===== src/rtl/hyperram_wb_arbiter.sv =====
`default_nettype none
// ============================================================================
// Module   : hyperram_wb_arbiter
// Purpose  : Two-master Wishbone arbiter in front of a HyperRAM controller.
//            Master 0 is the camera writer and master 1 is the SD reader.
//            The granted master's bus is forwarded combinationally to the
//            slave. Slave responses go back only to the granted master.
//            A grant is cut short in two cases:
//              - burst limit: the last allowed beat becomes a retry when the
//                other master is waiting;
//              - stall timeout: the strobe waits too long for an ack, which
//                ends in a one-cycle error pulse.
// Ports    : wb_clk, wb_rst          clock, synchronous active-high reset
//            mN_cyc/stb/we/adr/dat_w/sel   master N request (N = 0, 1)
//            mN_ack/err/rty/dat_r          master N response
//            s_cyc/stb/we/adr/dat_w/sel    forwarded request to the controller
//            s_ack/s_err/s_dat_r           controller response
// Options  : HRAM_ARB_ROUND_ROBIN_EN
//              defined   - simultaneous requests go to the master that did
//                          not hold the most recent grant
//              undefined - master 0 always wins simultaneous requests
// Revision : 1.0  initial release
// ============================================================================
module hyperram_wb_arbiter #(
  parameter int ADDR_W    = 24,
  parameter int DATA_W    = 32,
  parameter int MAX_BURST = 64,
  parameter int TIMEOUT   = 1024
) (
  input  logic                wb_clk,
  input  logic                wb_rst,
  // master 0 (camera writer)
  input  logic                m0_cyc,
  input  logic                m0_stb,
  input  logic                m0_we,
  input  logic [ADDR_W-1:0]   m0_adr,
  input  logic [DATA_W-1:0]   m0_dat_w,
  input  logic [DATA_W/8-1:0] m0_sel,
  output logic                m0_ack,
  output logic                m0_err,
  output logic                m0_rty,
  output logic [DATA_W-1:0]   m0_dat_r,
  // master 1 (SD reader)
  input  logic                m1_cyc,
  input  logic                m1_stb,
  input  logic                m1_we,
  input  logic [ADDR_W-1:0]   m1_adr,
  input  logic [DATA_W-1:0]   m1_dat_w,
  input  logic [DATA_W/8-1:0] m1_sel,
  output logic                m1_ack,
  output logic                m1_err,
  output logic                m1_rty,
  output logic [DATA_W-1:0]   m1_dat_r,
  // slave (HyperRAM controller)
  output logic                s_cyc,
  output logic                s_stb,
  output logic                s_we,
  output logic [ADDR_W-1:0]   s_adr,
  output logic [DATA_W-1:0]   s_dat_w,
  output logic [DATA_W/8-1:0] s_sel,
  input  logic                s_ack,
  input  logic                s_err,
  input  logic [DATA_W-1:0]   s_dat_r
);

  localparam int         TO_W      = $clog2(TIMEOUT) + 1;
  localparam logic [6:0] BEAT_LAST = 7'(MAX_BURST - 1);
  localparam logic [TO_W-1:0] TO_LAST = TO_W'(TIMEOUT - 1);

  typedef enum logic [1:0] {
    IDLE   = 2'd0,
    GRANT0 = 2'd1,
    GRANT1 = 2'd2
  } state_e;

  state_e          state_q, state_d;
  logic [6:0]      beat_q, beat_d;
  logic [TO_W-1:0] tmo_q, tmo_d;
  // The timeout error is issued the cycle after the grant is dropped, so it
  // is held per master rather than routed through the grant mux.
  logic [1:0]      tmo_err_q, tmo_err_d;
`ifdef HRAM_ARB_ROUND_ROBIN_EN
  logic            last_grant_q, last_grant_d;
`endif

  logic gnt0, gnt1;
  logic cur_cyc, other_cyc;
  logic burst_end, tmo_hit;
  logic pick;

  // Reset masks the grant directly so an in-flight slave cycle is aborted
  // in the same cycle reset is seen.
  assign gnt0      = (state_q == GRANT0) && !wb_rst;
  assign gnt1      = (state_q == GRANT1) && !wb_rst;
  assign cur_cyc   = gnt0 ? m0_cyc : m1_cyc;
  assign other_cyc = gnt0 ? m1_cyc : m0_cyc;

  assign burst_end = (gnt0 || gnt1) && s_ack && (beat_q == BEAT_LAST) && other_cyc;
  assign tmo_hit   = s_stb && !s_ack && (tmo_q == TO_LAST);

  // Winner of an IDLE arbitration: 0 = master 0, 1 = master 1.
`ifdef HRAM_ARB_ROUND_ROBIN_EN
  assign pick = (m0_cyc && m1_cyc) ? ~last_grant_q : ~m0_cyc;
`else
  assign pick = ~m0_cyc;
`endif

  // Slave-side request mux.
  always_comb begin
    s_cyc   = 1'b0;
    s_stb   = 1'b0;
    s_we    = 1'b0;
    s_adr   = '0;
    s_dat_w = '0;
    s_sel   = '0;
    if (gnt0) begin
      s_cyc   = m0_cyc;
      s_stb   = m0_cyc & m0_stb;
      s_we    = m0_we;
      s_adr   = m0_adr;
      s_dat_w = m0_dat_w;
      s_sel   = m0_sel;
    end else if (gnt1) begin
      s_cyc   = m1_cyc;
      s_stb   = m1_cyc & m1_stb;
      s_we    = m1_we;
      s_adr   = m1_adr;
      s_dat_w = m1_dat_w;
      s_sel   = m1_sel;
    end
  end

  // Response routing; the beat that hits the burst limit becomes a retry.
  assign m0_ack   = gnt0 & s_ack & ~burst_end;
  assign m0_rty   = gnt0 & burst_end;
  assign m0_err   = (gnt0 & s_err) | (tmo_err_q[0] & ~wb_rst);
  assign m0_dat_r = gnt0 ? s_dat_r : '0;

  assign m1_ack   = gnt1 & s_ack & ~burst_end;
  assign m1_rty   = gnt1 & burst_end;
  assign m1_err   = (gnt1 & s_err) | (tmo_err_q[1] & ~wb_rst);
  assign m1_dat_r = gnt1 ? s_dat_r : '0;

  always_comb begin
    state_d   = state_q;
    beat_d    = beat_q;
    tmo_d     = tmo_q;
    tmo_err_d = 2'b00;
`ifdef HRAM_ARB_ROUND_ROBIN_EN
    last_grant_d = last_grant_q;
`endif
    case (state_q)
      IDLE: begin
        // Counters are held clear here so every grant starts from zero.
        beat_d = '0;
        tmo_d  = '0;
        if (m0_cyc || m1_cyc) begin
          state_d = pick ? GRANT1 : GRANT0;
`ifdef HRAM_ARB_ROUND_ROBIN_EN
          last_grant_d = pick;
`endif
        end
      end
      GRANT0, GRANT1: begin
        if (!cur_cyc || burst_end) begin
          state_d = IDLE;
        end else if (tmo_hit) begin
          state_d = IDLE;
          if (state_q == GRANT0) tmo_err_d[0] = 1'b1;
          else                   tmo_err_d[1] = 1'b1;
        end else if (s_ack) begin
          tmo_d = '0;
          // Saturate on the last beat so a late request still gets a retry.
          if (beat_q != BEAT_LAST) beat_d = beat_q + 7'd1;
        end else if (s_stb) begin
          tmo_d = tmo_q + 1'b1;
        end
      end
      default: state_d = IDLE;
    endcase
  end

  always_ff @(posedge wb_clk) begin
    if (wb_rst) begin
      state_q   <= IDLE;
      beat_q    <= '0;
      tmo_q     <= '0;
      tmo_err_q <= 2'b00;
`ifdef HRAM_ARB_ROUND_ROBIN_EN
      last_grant_q <= 1'b1;
`endif
    end else begin
      state_q   <= state_d;
      beat_q    <= beat_d;
      tmo_q     <= tmo_d;
      tmo_err_q <= tmo_err_d;
`ifdef HRAM_ARB_ROUND_ROBIN_EN
      last_grant_q <= last_grant_d;
`endif
    end
  end

endmodule
`default_nettype wire


===== config.mk =====
export PLATFORM = sky130hd
export DESIGN_NAME = hyperram_wb_arbiter
export DESIGN_NICKNAME = d
export VERILOG_FILES = /design/src/rtl/hyperram_wb_arbiter.sv
export SDC_FILE = /design/constraint.sdc
export NUM_CORES = 1
export LEC_CHECK = 0
export BUFFER_PORTS_ARGS = -buffer_cell sky130_fd_sc_hd__buf_2
export CAP_MARGIN = 0
export CORE_AREA = 3 3 114 116
export CTS_BUF_LIST = sky130_fd_sc_hd__clkbuf_4
export CTS_CLUSTER_SIZE = 25
export DETAILED_ROUTE_END_ITERATION = 6
export DIE_AREA = 0 0 117 119
export HOLD_SLACK_MARGIN = 0.06
export PLACE_DENSITY = 0.5
export REMOVE_ABC_BUFFERS = 1
export SYNTH_ARGS = -nofsm -noshare
export SYNTH_HDL_FRONTEND = slang
export SYNTH_SLANG_ARGS = --single-unit
export TNS_END_PERCENT = 1

===== constraint.sdc =====
create_clock -name wb_clk -period 2.8 [get_ports wb_clk]
set_clock_uncertainty 0.1 [all_clocks]
set_input_delay 0.42 -clock wb_clk [delete_from_list [all_inputs] [get_ports wb_clk]]
set_output_delay 0.42 -clock wb_clk [all_outputs]
set_load 0.1 [all_outputs]

==> run summary, run 1 <==
The run finished with clean final reports. The multiplexer share of the synthesized area was 0.0135; the power density of the placed cells was 368 nW/µm². The total placed instance area is 5860 µm². In this run the worst path has a maximum fanout of 61. The logs give 0.190 for the proportion of synthesized chip area in sequential cells and 0 for the final routed DRC violation total. With fillers left out, the area of the finished cells amounts to 5910 µm². The main combinational cell family by area after synthesis was compound AO/OA/AOI/OAI gates. The run gives 2.64 nW as the leakage power. The area of the mapped netlist is 2320 µm², and the maximum buffer depth of the clock tree is 2. The run gives 378 MHz as the achievable frequency. The run gives 0 ns as the setup total negative slack. Compared with the post-synthesis result, the final layout area differs by 155%.

Total stage count of the critical path: 6. The tools report the synthesis warning total as 0. Summed over all nets, the switching power comes to 1.22 mW. Clock transition time at the flip-flop clock pins of the worst setup and hold paths: 0.13 ns.

TritonCTS built the clock tree. The die is 117 µm wide. The share of total power consumed by net switching works out to 0.558.

Post-CTS timing repair inserted 0 buffers for setup. The top cell types in the final layout, fill and taps aside, are 165 x sky130_fd_sc_hd__buf_2, 129 x sky130_fd_sc_hd__buf_12, 67 x sky130_fd_sc_hd__and2_1. The XOR/XNOR share of the synthesized area came out at 0.00756. At the later pin of the worst-skew pair, clock insertion delay measures 0.32 ns. STA classifies the critical path startpoint as a register. After global routing the overflow that remains totals 0.

Number of nets in the layout: 751. The tools report the combined global-route utilization of all metal layers as 0.192. The cell that appears most often on the critical path is sky130_fd_sc_hd__buf_12. Detailed placement finished with a half-perimeter wire length of 12.4 mm. The critical path contains buffers and inverters numbering 3 combined.

Dividing the detail-routed via count by the number of cells gives 4.83. The maximum level of the CTS H-tree was 1. Cell taking the most area after synthesis: sky130_fd_sc_hd__a22o_1. The share of power burned in the clock network came out at 0.074.

The post-route minimum period is 2.64 ns, and the via count of the first global-routing pass is 3417. The initial antenna violation count is 2, and the number of nets still failing antenna checks after routing is 0. The setup path with the least slack is of type register to output port. The number of placement rows was 40; the register bit total from synthesis was 22. The critical path goes through inv_1 -> ha_1 -> nor3b_4 -> buf_12 -> a22o_1 -> buf_12. For the worst setup path, the data required time is 2.28 ns. Setup slack on the worst reg-to-reg path comes out at 0.54 ns. The peak supply drop is 0.201 mV.

The measured slew at the worst slew-check pin is 0.494 ns. Overall die height: 119 µm. Slowest cell on the critical path: sky130_fd_sc_hd__dfxtp_1. In this design, the largest share of critical-path delay is due to buffers and inverters. The critical path starts at state_q[0]$_SDFFE_PP0P_. The complex-gate fraction of the synthesized area is 0.370.

The root buffer cell chosen for the clock tree is sky130_fd_sc_hd__clkbuf_4. The final max-slew violation count is 0, and the hold-fix buffer count after cts is 0. Clock tree synthesis inserted a total of 3 buffers. The layout cell share with drive strength beyond 1 was 0.537; the count of placed standard cells including taps was 726.

Power share of the sequential group: 0.148. The post-synthesis cell count was 303. 295 I/O pins were placed. The routed layout has 3532 vias. For the initial core utilization, the log shows 0.193. The number of maximum-capacitance violations is 0, and the count of flip-flops with a built-in enable after synthesis is 0.

The run gives 0 as the final setup violation count. The basic-gate share of the synthesized area counting and, or, nand and nor cells works out to 0.347. The class of the tightest hold or removal check is primary input to register.

The share of the synthesized area in the top cell type was 0.234; the headroom to the max-slew limit was 0.661. Measured in cells, the most critical reg-to-reg path has a length of 7. The worst flop-to-flop path startpoint was state_q[1]$_SDFFE_PP0P_.

Element type at the critical path end: an output port. The floorplan step defined a die boundary enclosing 13900 µm². Each instance of the synthesized netlist takes up on average 7.64 µm². The end of the worst register-to-register path is tmo_q[5]$_SDFFE_PP0P_.

The first global-routing pass estimated 20.7 mm of wire. The clock net in this run drives a total of 22 sinks. The critical path ends at s_dat_w[19]. The number of endpoints with negative hold slack in the final report is 0, and the final clock period utilization by the worst path is 0.944. The first TritonRoute pass finished after 4 iterations. The async set-reset flop share out of synthesis was 0. Yosys attributes the largest share of cell area to sky130_fd_sc_hd__a22o_1 23%, sky130_fd_sc_hd__dfxtp_1 19%, sky130_fd_sc_hd__and2_1 18%.

The tools report the core region area as 12000 µm². The finished layout holds 732 standard cells, fillers aside. Combinational cell fraction of total power: 0.779. Setup repair after global routing left no endpoint under its margin. Largest net degree at the start of global routing: 62. The wire length reported by the detailed router is 14.6 mm, and the area share of fa/ha/maj cells after synthesis is 0.0270. Cell internal power was estimated by the tool at 0.961 mW. The run gives 2.12 ns as the signal arrival time at the worst endpoint.

After detailed routing, the average wire length per cell comes to 20.0 µm. The number of different library cells used by synthesis comes to 48. The weighted congestion reported at the end of routability-driven placement is 0.902.

Leading cell type in the layout, fill and taps excluded: sky130_fd_sc_hd__buf_2. Number of buffer cells added on primary ports: 294. In the synthesized netlist the dominant register cell turns out to be sky130_fd_sc_hd__dfxtp_1.

The tools report the smallest hold slack as 0.363 ns. For this run, the slowest stage of the critical path takes 0.35 ns. In this run, the number of DRC markers left after iteration 0 of detailed routing was 182.
-- cell type report --
type	instances	area [µm²]
Clock buffer	3	22.5
Fill cell	1112	6100
Antenna cell	2	5.00
Multi-Input combinational cell	254	1790
Timing Repair Buffer	298	3440
Clock inverter	1	3.75
Tap cell	147	184
Inverter	5	18.8
Sequential cell	22	440
-- through the flow --
step / power (mW) / util / setup slack (ns)
finish: 2.18 / 0.492 / 0.156
floorplan: 1.33 / - / -3.11
global placement: 2.02 / 0.488 / 0.389
global route: 2.24 / 0.492 / 0.0382
CTS: 2.18 / 0.491 / 0.0211
detailed placement: 2.02 / 0.488 / 0.356
-- repair_timing --
action,4_1_cts,5_1_grt
cloned,0,0
setup endpoints to repair,9,32
gates resized for setup,1,7
-- worst min-delay path by stage --
| stage | start | endpoint | slack (ns) | cells after the start |
|---|---|---|---|---|
| 5_1_grt | wb_rst | beat_q[0]$_SDFFE_PP0P_ | 0.37 | 2 |
| 2_1_floorplan | tmo_q[10]$_SDFFE_PP0P_ | tmo_q[10]$_SDFFE_PP0P_ | 0.32 | 2 |
| 3_3_place_gp | tmo_q[10]$_SDFFE_PP0P_ | tmo_q[10]$_SDFFE_PP0P_ | 0.34 | 2 |
| 6_report | wb_rst | beat_q[0]$_SDFFE_PP0P_ | 0.36 | 2 |
| 3_5_place_dp | tmo_q[10]$_SDFFE_PP0P_ | tmo_q[10]$_SDFFE_PP0P_ | 0.35 | 2 |
| 4_1_cts | tmo_q[10]$_SDFFE_PP0P_ | tmo_q[10]$_SDFFE_PP0P_ | 0.36 | 2 |
-- power groups by stage --
stage | registers, mW | clock network (mW) | logic (mW)
floorplan | 0.328 | 0 | 1.01
global placement | 0.328 | 0 | 1.69
detailed placement | 0.328 | 0 | 1.70
CTS | 0.321 | 0.158 | 1.70
global route | 0.322 | 0.170 | 1.75
finish | 0.322 | 0.160 | 1.70
-- flip-flops by register name, indices dropped and copies added, names as in the netlist --
register and count:
beat_q 7, tmo_q 11, state_q 2, tmo_err_q 2
-- cells by family (layout without fill, tap and decap cells) --
logic type,Yosys count,after routing
other cells,0,2
mux,3,3
flops,22,22
buf+inv,27,307
compound gates,107,107
fa+ha+maj,5,5
simple gates,137,137
xor+xnor,2,2
-- cell usage after synthesis (5+ instances only) --
cell type and number:
sky130_fd_sc_hd__o21ai_0 5, sky130_fd_sc_hd__nor2_1 13, sky130_fd_sc_hd__ha_1 5, sky130_fd_sc_hd__nand2_1 16, sky130_fd_sc_hd__clkbuf_1 19, sky130_fd_sc_hd__dfxtp_1 22
sky130_fd_sc_hd__and3_1 8, sky130_fd_sc_hd__a22o_1 62, sky130_fd_sc_hd__nand3_1 8, sky130_fd_sc_hd__a21oi_1 15, sky130_fd_sc_hd__and2_1 67
-- metal layers --
layer  global-route usage  routed length (µm)  up-vias
met2                0.319                7210      168
li1                     -                   -     1688
met1                0.246                5870     1660
met5                    0                   0        -
met4               0.0473                 276        0
met3               0.0493                1270       16
(Power assumes the default switching activity.)
==> run 2, diff against run 1 <==
--- a/config.mk
+++ b/config.mk
@@ -6,7 +6,6 @@
 export NUM_CORES = 1
 export LEC_CHECK = 0
 export BUFFER_PORTS_ARGS = -buffer_cell sky130_fd_sc_hd__buf_2
-export CAP_MARGIN = 0
 export CORE_AREA = 3 3 114 116
 export CTS_BUF_LIST = sky130_fd_sc_hd__clkbuf_4
 export CTS_CLUSTER_SIZE = 25
@@ -14,6 +13,7 @@
 export DIE_AREA = 0 0 117 119
 export HOLD_SLACK_MARGIN = 0.06
 export PLACE_DENSITY = 0.5
+export RECOVER_POWER = 100
 export REMOVE_ABC_BUFFERS = 1
 export SYNTH_ARGS = -nofsm -noshare
 export SYNTH_HDL_FRONTEND = slang
==> run 2 against run 1 <==
Against the previous run: total power shrank 8.8%; die area is the same; combinational power shrank 11%; sequential cell count is the same; core utilization shrank 5.7 points; largest power group unchanged; critical path type unchanged.
==> run summary, run 2 (synthesis results as in run 1) <==
For this block, the initial DRC count from the detailed router was 200. The final clock period utilization by the worst path works out to 0.942. The detailed-router iteration count before antenna repair came out at 4.

The largest registers in the layout are tmo_q: 11 flops, beat_q: 7 flops. Delay of the slowest cell on the worst path: 0.35 ns. The die is 117 µm wide. Dividing total power by cell area gives a power density of 380 nW/µm². The final standard cell area without fillers is 5230 µm². The final max-slew violation count was 0. The total CTS buffers was 3. In this run the cell area measured after placement is 5860 µm². Traced cell by cell, the critical path runs through inv_1 -> ha_1 -> nor3b_4 -> buf_12 -> a22o_1 -> buf_4. The tool flagged a number of max-cap violations equal to 0. Clock latency on the worst-skew pair, taken at its later pin, is 0.31 ns. Largest register by flop count: tmo_q.

Detailed placement ended at an HPWL of 12.4 mm. The smallest clock period supported by the final layout is computed as 2.64 ns. Setup violations remaining at the end of the flow were counted as 0.

The endpoint required time on the critical path is 2.28 ns. The class of the tightest hold or removal check was register to register. The tree built by TritonCTS fans out to 22 sinks. The congestion estimate from routability-driven global placement came to 0.902.

The initial core utilization came out at 0.193. Summed over all cells, the static leakage comes to 2.40 nW. The run finished with clean final reports. The run gives 13900 µm² as the area enclosed by the die boundary. Measured along the y axis, the die boundary spans 119 µm.

The type of the setup path with the least slack was register to output port. The number of endpoints with negative hold slack in the final report is 0. TritonCTS built the clock tree.

The number of flip-flops under the largest register name works out to 11. STA classifies the critical path startpoint as a register. The run gives 751 as the number of nets in the layout. The tools report the via count of the first global-routing pass as 3417. The initial antenna violation count is 2, and the number of nets still failing antenna checks after routing is 0.

The wire length reported by the detailed router was 14.5 mm. The total I/O pin count is 295, and the largest net degree at the start of global routing is 62. In this run the deepest clock path goes through 2 buffers. The signal arrival time at the worst endpoint is 2.12 ns. Counting the fill cells in the layout gives 1200. After detailed routing, the number of remaining DRC violations is 0. The mean routed wirelength per cell is 19.9 µm. The slack of the worst reg-to-reg path came out at 0.55 ns.

The root cell of the clock tree was sky130_fd_sc_hd__clkbuf_4. Registers take 440 µm². For the fraction of the core area covered by cells at the end of the flow, the log shows 0.435. The tools report the element type at the critical path end as an output port. The run gives 20.7 mm as the wire length of the first global-routing pass.

The logs give 3506 for the total vias in the final route and 12000 µm² for the core region area. After global routing the overflow that remains totals 0. VDD sags by at most 0.189 mV. For the post-CTS setup-driven buffer insertion count, the log shows 0. The initialized floorplan defines 40 standard-cell rows.

Hold timing on the final database bottoms out at a slack of 0.364 ns. Port buffering added 294 buffers. In the final layout, the multi-input gates occupy 1780 µm².

The maximum level of the CTS H-tree is 1. Slowest cell on the critical path: sky130_fd_sc_hd__dfxtp_1. Setup repair after global routing left no endpoint under its margin. Clock-pin slew was measured on the worst setup and hold paths at 0.12 ns. The post-detailed-route via-to-cell ratio was 4.79; the measured slew at the worst slew-check pin was 0.517 ns. Setup total negative slack on the finished layout was measured at 0 ns. The layout cell share with drive strength beyond 1 was 0.532; the largest fanout of any net on the critical path was 61. The combined global-route utilization of all metal layers was 0.192. In the layout the commonest cells are 163 x sky130_fd_sc_hd__buf_2, 71 x sky130_fd_sc_hd__buf_12, 62 x sky130_fd_sc_hd__and2_0. Leading cell type in the layout, fill and taps excluded: sky130_fd_sc_hd__buf_2. Relative to the synthesized area, the layout overhead comes to 126%. Static timing analysis puts the maximum clock frequency at 379 MHz.

Headroom to the max-slew limit: 0.645.
run 2: changes by cell type in the layout (fill, tap and decap cells not counted), moves of 2 or more:
cell	delta
sky130_fd_sc_hd__clkbuf_2	+4
sky130_fd_sc_hd__buf_4	+19
sky130_fd_sc_hd__buf_6	+19
sky130_fd_sc_hd__and2_0	+62
sky130_fd_sc_hd__buf_2	-2
sky130_fd_sc_hd__and2_1	-62
sky130_fd_sc_hd__clkbuf_4	+19
sky130_fd_sc_hd__buf_12	-58
run 2: repair_timing:
item,CTS,global route
hold buffers,0,0
gates resized for setup,1,7
setup endpoints to repair,9,32
run 2: final cells by class:
class,count,area share
repair buffers,298,0.531
inverters,5,0.00359
multi-input cells,254,0.340
clock buffers,3,0.00431
well taps,147,0.0352
diodes,2,0.000957
flip-flops and latches,22,0.0842
clock inverters,1,0.000718
run 2: through the flow:
stage	instances	power (mW)	setup slack (ns)
after floorplan	281	1.33	-3.11
final	732	1.99	0.161
after CTS	730	2.18	0.0211
after global routing	732	2.06	0.0236
after detailed placement	726	2.02	0.356
after global placement	726	2.02	0.389
run 2: worst max-delay path: cells and delay by family, from the launching register on:
kind | cells | cell delay (ns)
buf+inv | 3 | 0.69
fa+ha+maj | 1 | 0.24
compound gates | 1 | 0.22
flops | 1 | 0.35
simple gates | 1 | 0.28
run 2: power breakdown:
group / switching, mW / internal, mW
clock network: 0.0979 / 0.0522
registers: 0.00357 / 0.318
logic: 1.07 / 0.440
total: 1.18 / 0.810
run 2: path summary, 6_finish.rpt:
kind	startpoint	endpoint	depth (start not counted)
worst max register to register	state_q[1]$_SDFFE_PP0P_	tmo_q[7]$_SDFFE_PP0P_	7
worst min register to register	tmo_q[10]$_SDFFE_PP0P_	tmo_q[10]$_SDFFE_PP0P_	2
worst min-delay path	tmo_q[10]$_SDFFE_PP0P_	tmo_q[10]$_SDFFE_PP0P_	2
worst max-delay path	state_q[0]$_SDFFE_PP0P_	s_adr[1]	6
run 2: per-layer routing:
layer,wire (µm),vias to the layer above,GRT usage,part of all wire
met2,7140,157,0.319,0.49
met1,5930,1645,0.246,0.41
met5,0,-,0,0
met4,274,0,0.0473,0.019
li1,-,1688,-,-
met3,1200,16,0.0493,0.083
